==> src/rtl/mem_arb_pkg.sv <==
// Shared types and widths for the single-ported memory arbiter.
package mem_arb_pkg;

    typedef enum logic {
        IDLE = 1'b0,
        WAIT = 1'b1
    } arb_state_t;

    typedef enum logic {
        OWN_IF = 1'b0,
        OWN_D  = 1'b1
    } arb_owner_t;

    localparam int MAX_LATENCY = 4;
    localparam int LAT_CNT_W   = $clog2(MAX_LATENCY);
    // Wide enough for the largest allowed MaxWait (15).
    localparam int STARVE_W    = 4;

endpackage

==> src/rtl/mem_port_arbiter.sv <==
// Arbitrates instruction-fetch and data-access requests onto one single-ported
// memory with fixed read latency and bounded fetch starvation.
module mem_port_arbiter
    import mem_arb_pkg::*;
#(
    parameter int Bits    = 64,
    parameter int Latency = 1,
    parameter int MaxWait = 3
) (
    input  logic            clk,
    input  logic            rst,
    input  logic            if_req,
    input  logic [31:0]     if_addr,
    output logic            if_gnt,
    output logic            if_rvalid,
    output logic [31:0]     if_rdata,
    input  logic            d_req,
    input  logic            d_we,
    input  logic [31:0]     d_addr,
    input  logic [Bits-1:0] d_wdata,
    output logic            d_gnt,
    output logic            d_rvalid,
    output logic [Bits-1:0] d_rdata,
    output logic            mem_en,
    output logic            mem_we,
    output logic [31:0]     mem_addr,
    output logic [Bits-1:0] mem_wdata,
    input  logic [Bits-1:0] mem_rdata,
    output logic            busy
);

    generate
        if (Bits < 32) begin : g_bad_bits
            $error("mem_port_arbiter: Bits must be at least 32");
        end
        if (Latency < 1 || Latency > MAX_LATENCY) begin : g_bad_latency
            $error("mem_port_arbiter: Latency must be in 1..4");
        end
        if (MaxWait < 1 || MaxWait > 15) begin : g_bad_maxwait
            $error("mem_port_arbiter: MaxWait must be in 1..15");
        end
    endgenerate

    localparam logic [LAT_CNT_W-1:0] LAT_RELOAD = LAT_CNT_W'(Latency - 1);
    localparam logic [STARVE_W-1:0]  STARVE_MAX = STARVE_W'(MaxWait);

    arb_state_t           r_state,      w_state_next;
    arb_owner_t           r_owner,      w_owner_next;
    logic [LAT_CNT_W-1:0] r_lat_cnt,    w_lat_cnt_next;
    logic [STARVE_W-1:0]  r_starve_cnt, w_starve_cnt_next;

    logic w_resp;
    logic w_can_issue;
    logic w_if_win;
    logic w_d_win;
    logic w_issue_read;

    // The response cycle is also an issue slot, which gives back-to-back reads.
    assign w_resp       = (r_state == WAIT) && (r_lat_cnt == '0);
    assign w_can_issue  = (r_state == IDLE) || w_resp;
    assign w_if_win     = w_can_issue && if_req && (!d_req || (r_starve_cnt == STARVE_MAX));
    assign w_d_win      = w_can_issue && d_req && !w_if_win;
    assign w_issue_read = w_if_win || (w_d_win && !d_we);

    always_ff @(posedge clk or posedge rst) begin
        if (rst) begin
            r_state      <= IDLE;
            r_owner      <= OWN_IF;
            r_lat_cnt    <= '0;
            r_starve_cnt <= '0;
        end else begin
            r_state      <= w_state_next;
            r_owner      <= w_owner_next;
            r_lat_cnt    <= w_lat_cnt_next;
            r_starve_cnt <= w_starve_cnt_next;
        end
    end

    always_comb begin
        // NOTE: every output of this block gets a default first so no path can infer a latch.
        w_state_next      = r_state;
        w_owner_next      = r_owner;
        w_lat_cnt_next    = r_lat_cnt;
        w_starve_cnt_next = r_starve_cnt;

        if (w_issue_read) begin
            w_state_next   = WAIT;
            w_lat_cnt_next = LAT_RELOAD;
            w_owner_next   = w_d_win ? OWN_D : OWN_IF;
        end else if (w_resp) begin
            w_state_next = IDLE;
        end else if (r_state == WAIT) begin
            w_lat_cnt_next = r_lat_cnt - 1'b1;
        end

        if (w_if_win) begin
            w_starve_cnt_next = '0;
        end else if (if_req && w_d_win && (r_starve_cnt != STARVE_MAX)) begin
            w_starve_cnt_next = r_starve_cnt + 1'b1;
        end
    end

    always_comb begin
        if_gnt    = w_if_win;
        d_gnt     = w_d_win;
        mem_en    = w_if_win || w_d_win;
        mem_we    = w_d_win && d_we;
        mem_addr  = '0;
        mem_wdata = '0;
        if (w_if_win) begin
            mem_addr = if_addr;
        end else if (w_d_win) begin
            mem_addr  = d_addr;
            mem_wdata = d_wdata;
        end

        if_rvalid = w_resp && (r_owner == OWN_IF);
        d_rvalid  = w_resp && (r_owner == OWN_D);
        if_rdata  = if_rvalid ? mem_rdata[31:0] : '0;
        d_rdata   = d_rvalid ? mem_rdata : '0;
        busy      = (r_state == WAIT);
    end

endmodule

==> config.mk <==
export PLATFORM = sky130hd
export DESIGN_NAME = mem_port_arbiter
export DESIGN_NICKNAME = d
export VERILOG_FILES = /design/src/rtl/mem_arb_pkg.sv /design/src/rtl/mem_port_arbiter.sv
export SDC_FILE = /design/constraint.sdc
export NUM_CORES = 1
export LEC_CHECK = 0
export CAP_MARGIN = 20
export CORE_AREA = 2 2 156 158
export CTS_BUF_LIST = sky130_fd_sc_hd__clkbuf_16
export CTS_CLUSTER_SIZE = 14
export DETAILED_ROUTE_END_ITERATION = 16
export DIE_AREA = 0 0 158 160
export PLACE_DENSITY = 0.45
export SLEW_MARGIN = 20
export SYNTH_ARGS = -nofsm -noshare
export SYNTH_HDL_FRONTEND = slang
export SYNTH_SLANG_ARGS = --single-unit
==> constraint.sdc <==
create_clock -name clk -period 2.2 [get_ports clk]
set_clock_uncertainty 0.05 [all_clocks]
set_input_delay 0.55 -clock clk [delete_from_list [all_inputs] [get_ports clk]]
set_output_delay 0.55 -clock clk [all_outputs]
set_load 0.05 [all_outputs]
# [Yosys cells after proc, flatten, opt, wreduce, memory -nomap -nowiden]
# Cells that the tools add are included.
[totals] wordCells=48 output_inout_bits=199 reg_bits=8 n_memories=0 ramBits=0 rom_bits=0 latch_bits=0 input_bits=197
[op_classes] n_eq_ne=3 bitwise_logic=2 n_mul=0 muxes=14 n_shift=0 div_mod_pow=0 order_cmp=0 reduce_logical=23 addsub=2
[ops] op="64-bit two-way mux" n=3
[ops] op="32-bit two-way mux" n=3
[ops] op="1-bit logical AND" n=11
[ops] op="4-bit two-way mux" n=2
[ops] op="2-bit two-way mux" n=3
[ops] op="2-bit nonzero test" n=3
[ops] op="4-bit by 1-bit adder with 4-bit output, second input constant" n=1
[ops] op="4-bit by 2-bit == test with 1-bit output, second input constant" n=1
[ops] op="1-bit logical OR" n=4
[ops] op="4-bit by 2-bit inequality test with 1-bit output, second input constant" n=1
[ops] op="1-bit zero test" n=3
[ops] op="1-bit two-way mux" n=3
[ops] op="2-bit zero test" n=1
[ops] op="2-bit by 1-bit inequality test with 1-bit output, second input constant" n=1
[ops] op="1-bit NOT" n=2
[ops] op="2-bit AND reduction" n=1
[ops] op="2-bit by 1-bit subtractor with 2-bit output, second input constant" n=1

# [Longest topological paths before layout]
[logic_depth] word_depth=11 ltp_mapped=8 depth_no_buf=5

# [Least setup slack after synthesis]
# No wires, ideal clock.
[synth_path] kind="reg2out" startpoint="register r_state (netlist: busy)" endpoint="output if_rdata[22]" path_buffers=1 required_ns=1.600 path_slack_ns=-0.459 t_arrival_ns=2.059 path_stages_with_launch=5 path_cell_list="dfrtp_1 > nand2_1 > nor2_1 > clkbuf_1 > and2_1"
[synth_via] elab_chain_cells=3
[synth_lines] element="start, declared" line_no="mem_port_arbiter.sv:47" source="arb_state_t r_state, w_state_next;"
[synth_lines] element="start signal, assigned" line_no="mem_port_arbiter.sv:72" source="r_state <= w_state_next;"
[synth_lines] element="1-bit logical AND" line_no="mem_port_arbiter.sv:59" source="assign w_resp = (r_state == WAIT) && (r_lat_cnt == '0);"
[synth_lines] element="1-bit logical AND" line_no="mem_port_arbiter.sv:117" source="if_rvalid = w_resp && (r_owner == OWN_IF);"
[synth_lines] element="named net if_rvalid" line_no="mem_port_arbiter.sv:15" source="output logic if_rvalid,"
[synth_lines] element="32-bit two-way mux" line_no="mem_port_arbiter.sv:119" source="if_rdata = if_rvalid ? mem_rdata[31:0] : '0;"
[synth_lines] element="end, declared" line_no="mem_port_arbiter.sv:16" source="output logic [31:0] if_rdata,"
# The timed path passes the listed nets, and every way through them passes these cells.

# [Final worst setup path]
[layout_path] startpoint="register r_starve_cnt[1]" endpoint="output mem_addr[19]"
[layout_via] elab_chain_cells=7
[layout_lines] element="start, declared" line_no="mem_port_arbiter.sv:50" source="logic [STARVE_W-1:0] r_starve_cnt, w_starve_cnt_next;"
[layout_lines] element="start signal, assigned" line_no="mem_port_arbiter.sv:75" source="r_starve_cnt <= w_starve_cnt_next;"
[layout_lines] element="4-bit by 2-bit == test with 1-bit output *" line_no="mem_port_arbiter.sv:61" source="assign w_if_win = w_can_issue && if_req && (!d_req || (r_starve_cnt == STARVE_MAX));"
[layout_lines] element="1-bit logical OR *" line_no="mem_port_arbiter.sv:61"
[layout_lines] element="1-bit logical AND *" line_no="mem_port_arbiter.sv:61"
[layout_lines] element="1-bit zero test" line_no="mem_port_arbiter.sv:62" source="assign w_d_win = w_can_issue && d_req && !w_if_win;"
[layout_lines] element="1-bit logical AND" line_no="mem_port_arbiter.sv:62"
[layout_lines] element="32-bit two-way mux" line_no="mem_port_arbiter.sv:112" source="end else if (w_d_win) begin"
[layout_lines] element="32-bit two-way mux *" line_no="mem_port_arbiter.sv:110" source="if (w_if_win) begin"
[layout_lines] element="end, declared" line_no="mem_port_arbiter.sv:26" source="output logic [31:0] mem_addr,"
# Mark *: on every way between the ends. The rest lies on a longest branch, timed or not.

==> key figures <==
GRT
  • Number of antenna violations at the first check in global routing: 0
  • Wire length of the first global-routing pass: 28,320 µm
  • Number of global-route vias before repair: 4,371
  • Grt total ovfl: 0
  • Overall global routing resource usage: 14.93%
  • Maximum number of pins on one net before global-route repair: 31

Synth
  • FF+latch count, synth: 8
  • Post-synthesis area per instance: 6.148 µm²
  • Part of the Yosys area used for sequential elements: 9.384%
  • Cells after synthesis: 347
  • Number of distinct library cells after synthesis: 30
  • Synthesized area: 0.002133 mm²
  • Mapped Nets: 546
  • Yosys Warn Count: 0

Detailed routing
  • Detailed router's first-iteration violation count: 119
  • Vias after detailed routing: 4,126
  • Number of remaining DRC errors: 0
  • Routed Wire Length: 19,720 µm
  • Detailed-router iteration count before antenna repair: 4
  • Drt via density: 3.704
  • Routed length per placed instance: 17.71 µm
  • Count of antenna-violating nets left after detailed routing: 0

Setup path
  • Slowest stage delay, CP: 0.40 ns
  • Arr. time, crit path: 1.95 ns
  • Cell Chain, Critical Path: ha_4 -> nor3b_4 -> buf_4 -> o21ai_4 -> buf_8 -> buf_12 -> buf_16 -> o22ai_4 -> buf_6
  • Worst-path maximum fanout: 5
  • Critical path endpoint category: output port
  • Largest delay share family, worst path: buffers and inverters
  • Required time at the worst-slack endpoint: 1.60 ns
  • Count of buffer and inverter cells on the critical path: 5
  • Master of the slowest instance on the critical path: dfrtp_1
  • Crit Path Category: reg2out
  • Kind of launch point of the worst setup path: flip-flop

Clocking
  • Number of sinks driven by the clock tree: 8
  • Clk slew on worst S/H paths: 0.04 ns
  • Bufs on Longest Clock Path: 2
  • Clock tree root buffer cell: clkbuf_16
  • Number of hold-repair buffers added at the cts stage: 0
  • Clock tree from TritonCTS: yes
  • Clock Latency Late Sink: 0.23 ns
  • Inserted Clock Buffers: 3
  • # H-tree levels: 1

Floorplan
  • Core Rows: 57
  • Width of the chip: 158 µm
  • Die Y: 160 µm
  • Die footprint: 0.02528 mm²
  • Total I/O pin count: 396
  • CORE AREA: 0.02382 mm²
  • Initial Util: 8.956%

Status
  • Run status: finished, violations left
  • Violations in the final reports: setup timing

Power and ir drop
  • Cell Pwr Density: 368.6 mW/mm²
  • Worst IR drop on VDD: 0.2289 mV
  • Total Power Consumption: 3.769 mW
  • Total leakage power: 4.386 nW

Job
  • Total of max-cap violations: 0

Cells and area
  • Leading cell type in the layout, fill and taps excluded: clkdlybuf4s50_1
  • Area overhead of the layout relative to synthesis: 379.3%
  • Proportion of layout cells with a drive suffix above 1: 62.15%
  • Commonest non-fill, non-tap cells in the layout: 194 x clkdlybuf4s50_1, 185 x buf_12, 161 x and2_4, 65 x nand2_1, 49 x buf_6
  • Layout fillers: 2,276
  • Total Nets Final: 990
  • Ant diodes: 0

Place
  • Final RePlAce weighted congestion: 0.7580
  • Post-detail-place hpwl: 14,470 µm
  • Number of buffers inserted by port buffering: 395

Timing
  • Final worst path period share: 115.7%
  • RSZ-0062 raised after global routing: true
  • Max Transition Viols Final: 0
  • Transition at the pin with the smallest max-transition slack: 0.3211 ns
  • Worst slew margin relative to its limit: 78.55%
  • Setup Viol. Count Final: 196
  • Final hold violation count: 0
  • Post-layout worst setup margin: -0.3457 ns
  • Achievable frequency: 0.3928 GHz
  • Final worst path period need: 2.546 ns
  • Sum Neg Setup Slack: -34.07 ns

Hold path
  • Kind of path behind the tightest hold check: in2async
-- kinds of logic after synthesis --
| logic type | synth area share, % |
|---|---|
| simple gates | 63.34 |
| compound gates | 15.54 |
| buf+inv | 10.56 |
| flops | 9.384 |
| fa+ha+maj | 1.173 |
-- Yosys cell counts --
cell	count	share of area, %
dfrtp_1	8	9.4
clkbuf_1	15	2.6
a211oi_1	2	0.70
inv_2	1	0.18
a211oi_2	1	0.59
and2_1	161	47
buf_2	9	2.1
inv_1	7	1.2
nand3_1	5	1.2
o2bb2ai_1	1	0.41
nand4_1	1	0.29
o21ai_0	5	1.2
or3b_1	1	0.41
o21ai_1	1	0.23
buf_1	2	0.35
nand2b_1	3	0.88
nor2b_1	1	0.29
nor3_1	2	0.47
and3_1	1	0.29
nor2_1	2	0.35
buf_6	7	3.7
a41o_1	1	0.47
nor3b_1	1	0.35
o22ai_1	34	10
nand2_1	66	12
ha_1	2	1.2
a21oi_1	4	0.94
o21ai_4	1	0.76
buf_4	1	0.35
a31oi_1	1	0.29
-- registers in the layout (all words and copies together) (netlist names) --
name / flops
busy: 1
r_lat_cnt: 2
r_owner: 1
r_starve_cnt: 4
-- area by class of cell --
type                            instances  area (µm²)  share of cell area [%]
Multi-Input combinational cell        297        2636                   25.78
Inverter                                8       30.03                  0.2937
Clock inverter                          1       3.754                 0.03671
Sequential cell                         8       201.4                   1.970
Timing Repair Buffer                  473        6873                   67.22
Clock buffer                            3       75.07                  0.7342
Tap cell                              324       405.4                   3.965
-- worst reg2reg max path: stages, from the launching register on --
cell	delay (ns)
dfrtp_1	0.40
ha_4	0.16
or3b_4	0.40
buf_6	0.15
a21oi_1	0.22
o22ai_1	0.10
-- layer usage --
metal | part of all wire, % | track usage [%] | routed length [µm]
met5 | 0 | 0 | 0
met4 | 0.40 | 1.229 | 79
met3 | 8.1 | 3.094 | 1595
met2 | 56 | 30.08 | 11070
met1 | 35 | 16.23 | 6983
-- where the power goes --
group          total [mW]  internal [mW]  switching, mW
logic                3.29           1.75           1.55
registers           0.169          0.158         0.0111
clock network       0.308          0.237         0.0712
-- final timing paths --
kind	slack, ns	to	start	depth (start not counted)
worst min register to register	0.52	r_lat_cnt[1]	r_lat_cnt[1]	2
max in group asynchronous	1.32	busy	rst	2
worst max register to register	0.59	r_lat_cnt[0]	r_starve_cnt[1]	5
worst max-delay path	-0.35	mem_addr[19]	r_starve_cnt[1]	9
worst min-delay path	0.52	r_lat_cnt[1]	rst	2
min in group clk	0.52	r_lat_cnt[1]	r_lat_cnt[1]	2
-- timing repair --
item                                    CTS  global route
buffers inserted                         24             2
cloned                                   23             1
pin swaps                                90            66
gates resized for setup                 205            12
endpoints found under the setup margin  196           197
-- through the flow --
stage,cells,util [%],hold WS [ns],instance area [µm²],setup slack (ns)
floorplan,347,-,0.3156,2825,-0.08902
global placement,1071,37.64,0.4923,8966,-0.4362
detailed placement,1071,37.64,0.4935,8966,-0.4337
CTS,1122,43.58,0.4974,10380,-0.3545
global route,1114,42.92,0.5600,10220,-0.4046
finish,1114,42.92,0.5151,10220,-0.3457
Note: power is estimated with default switching activity, not from simulation.
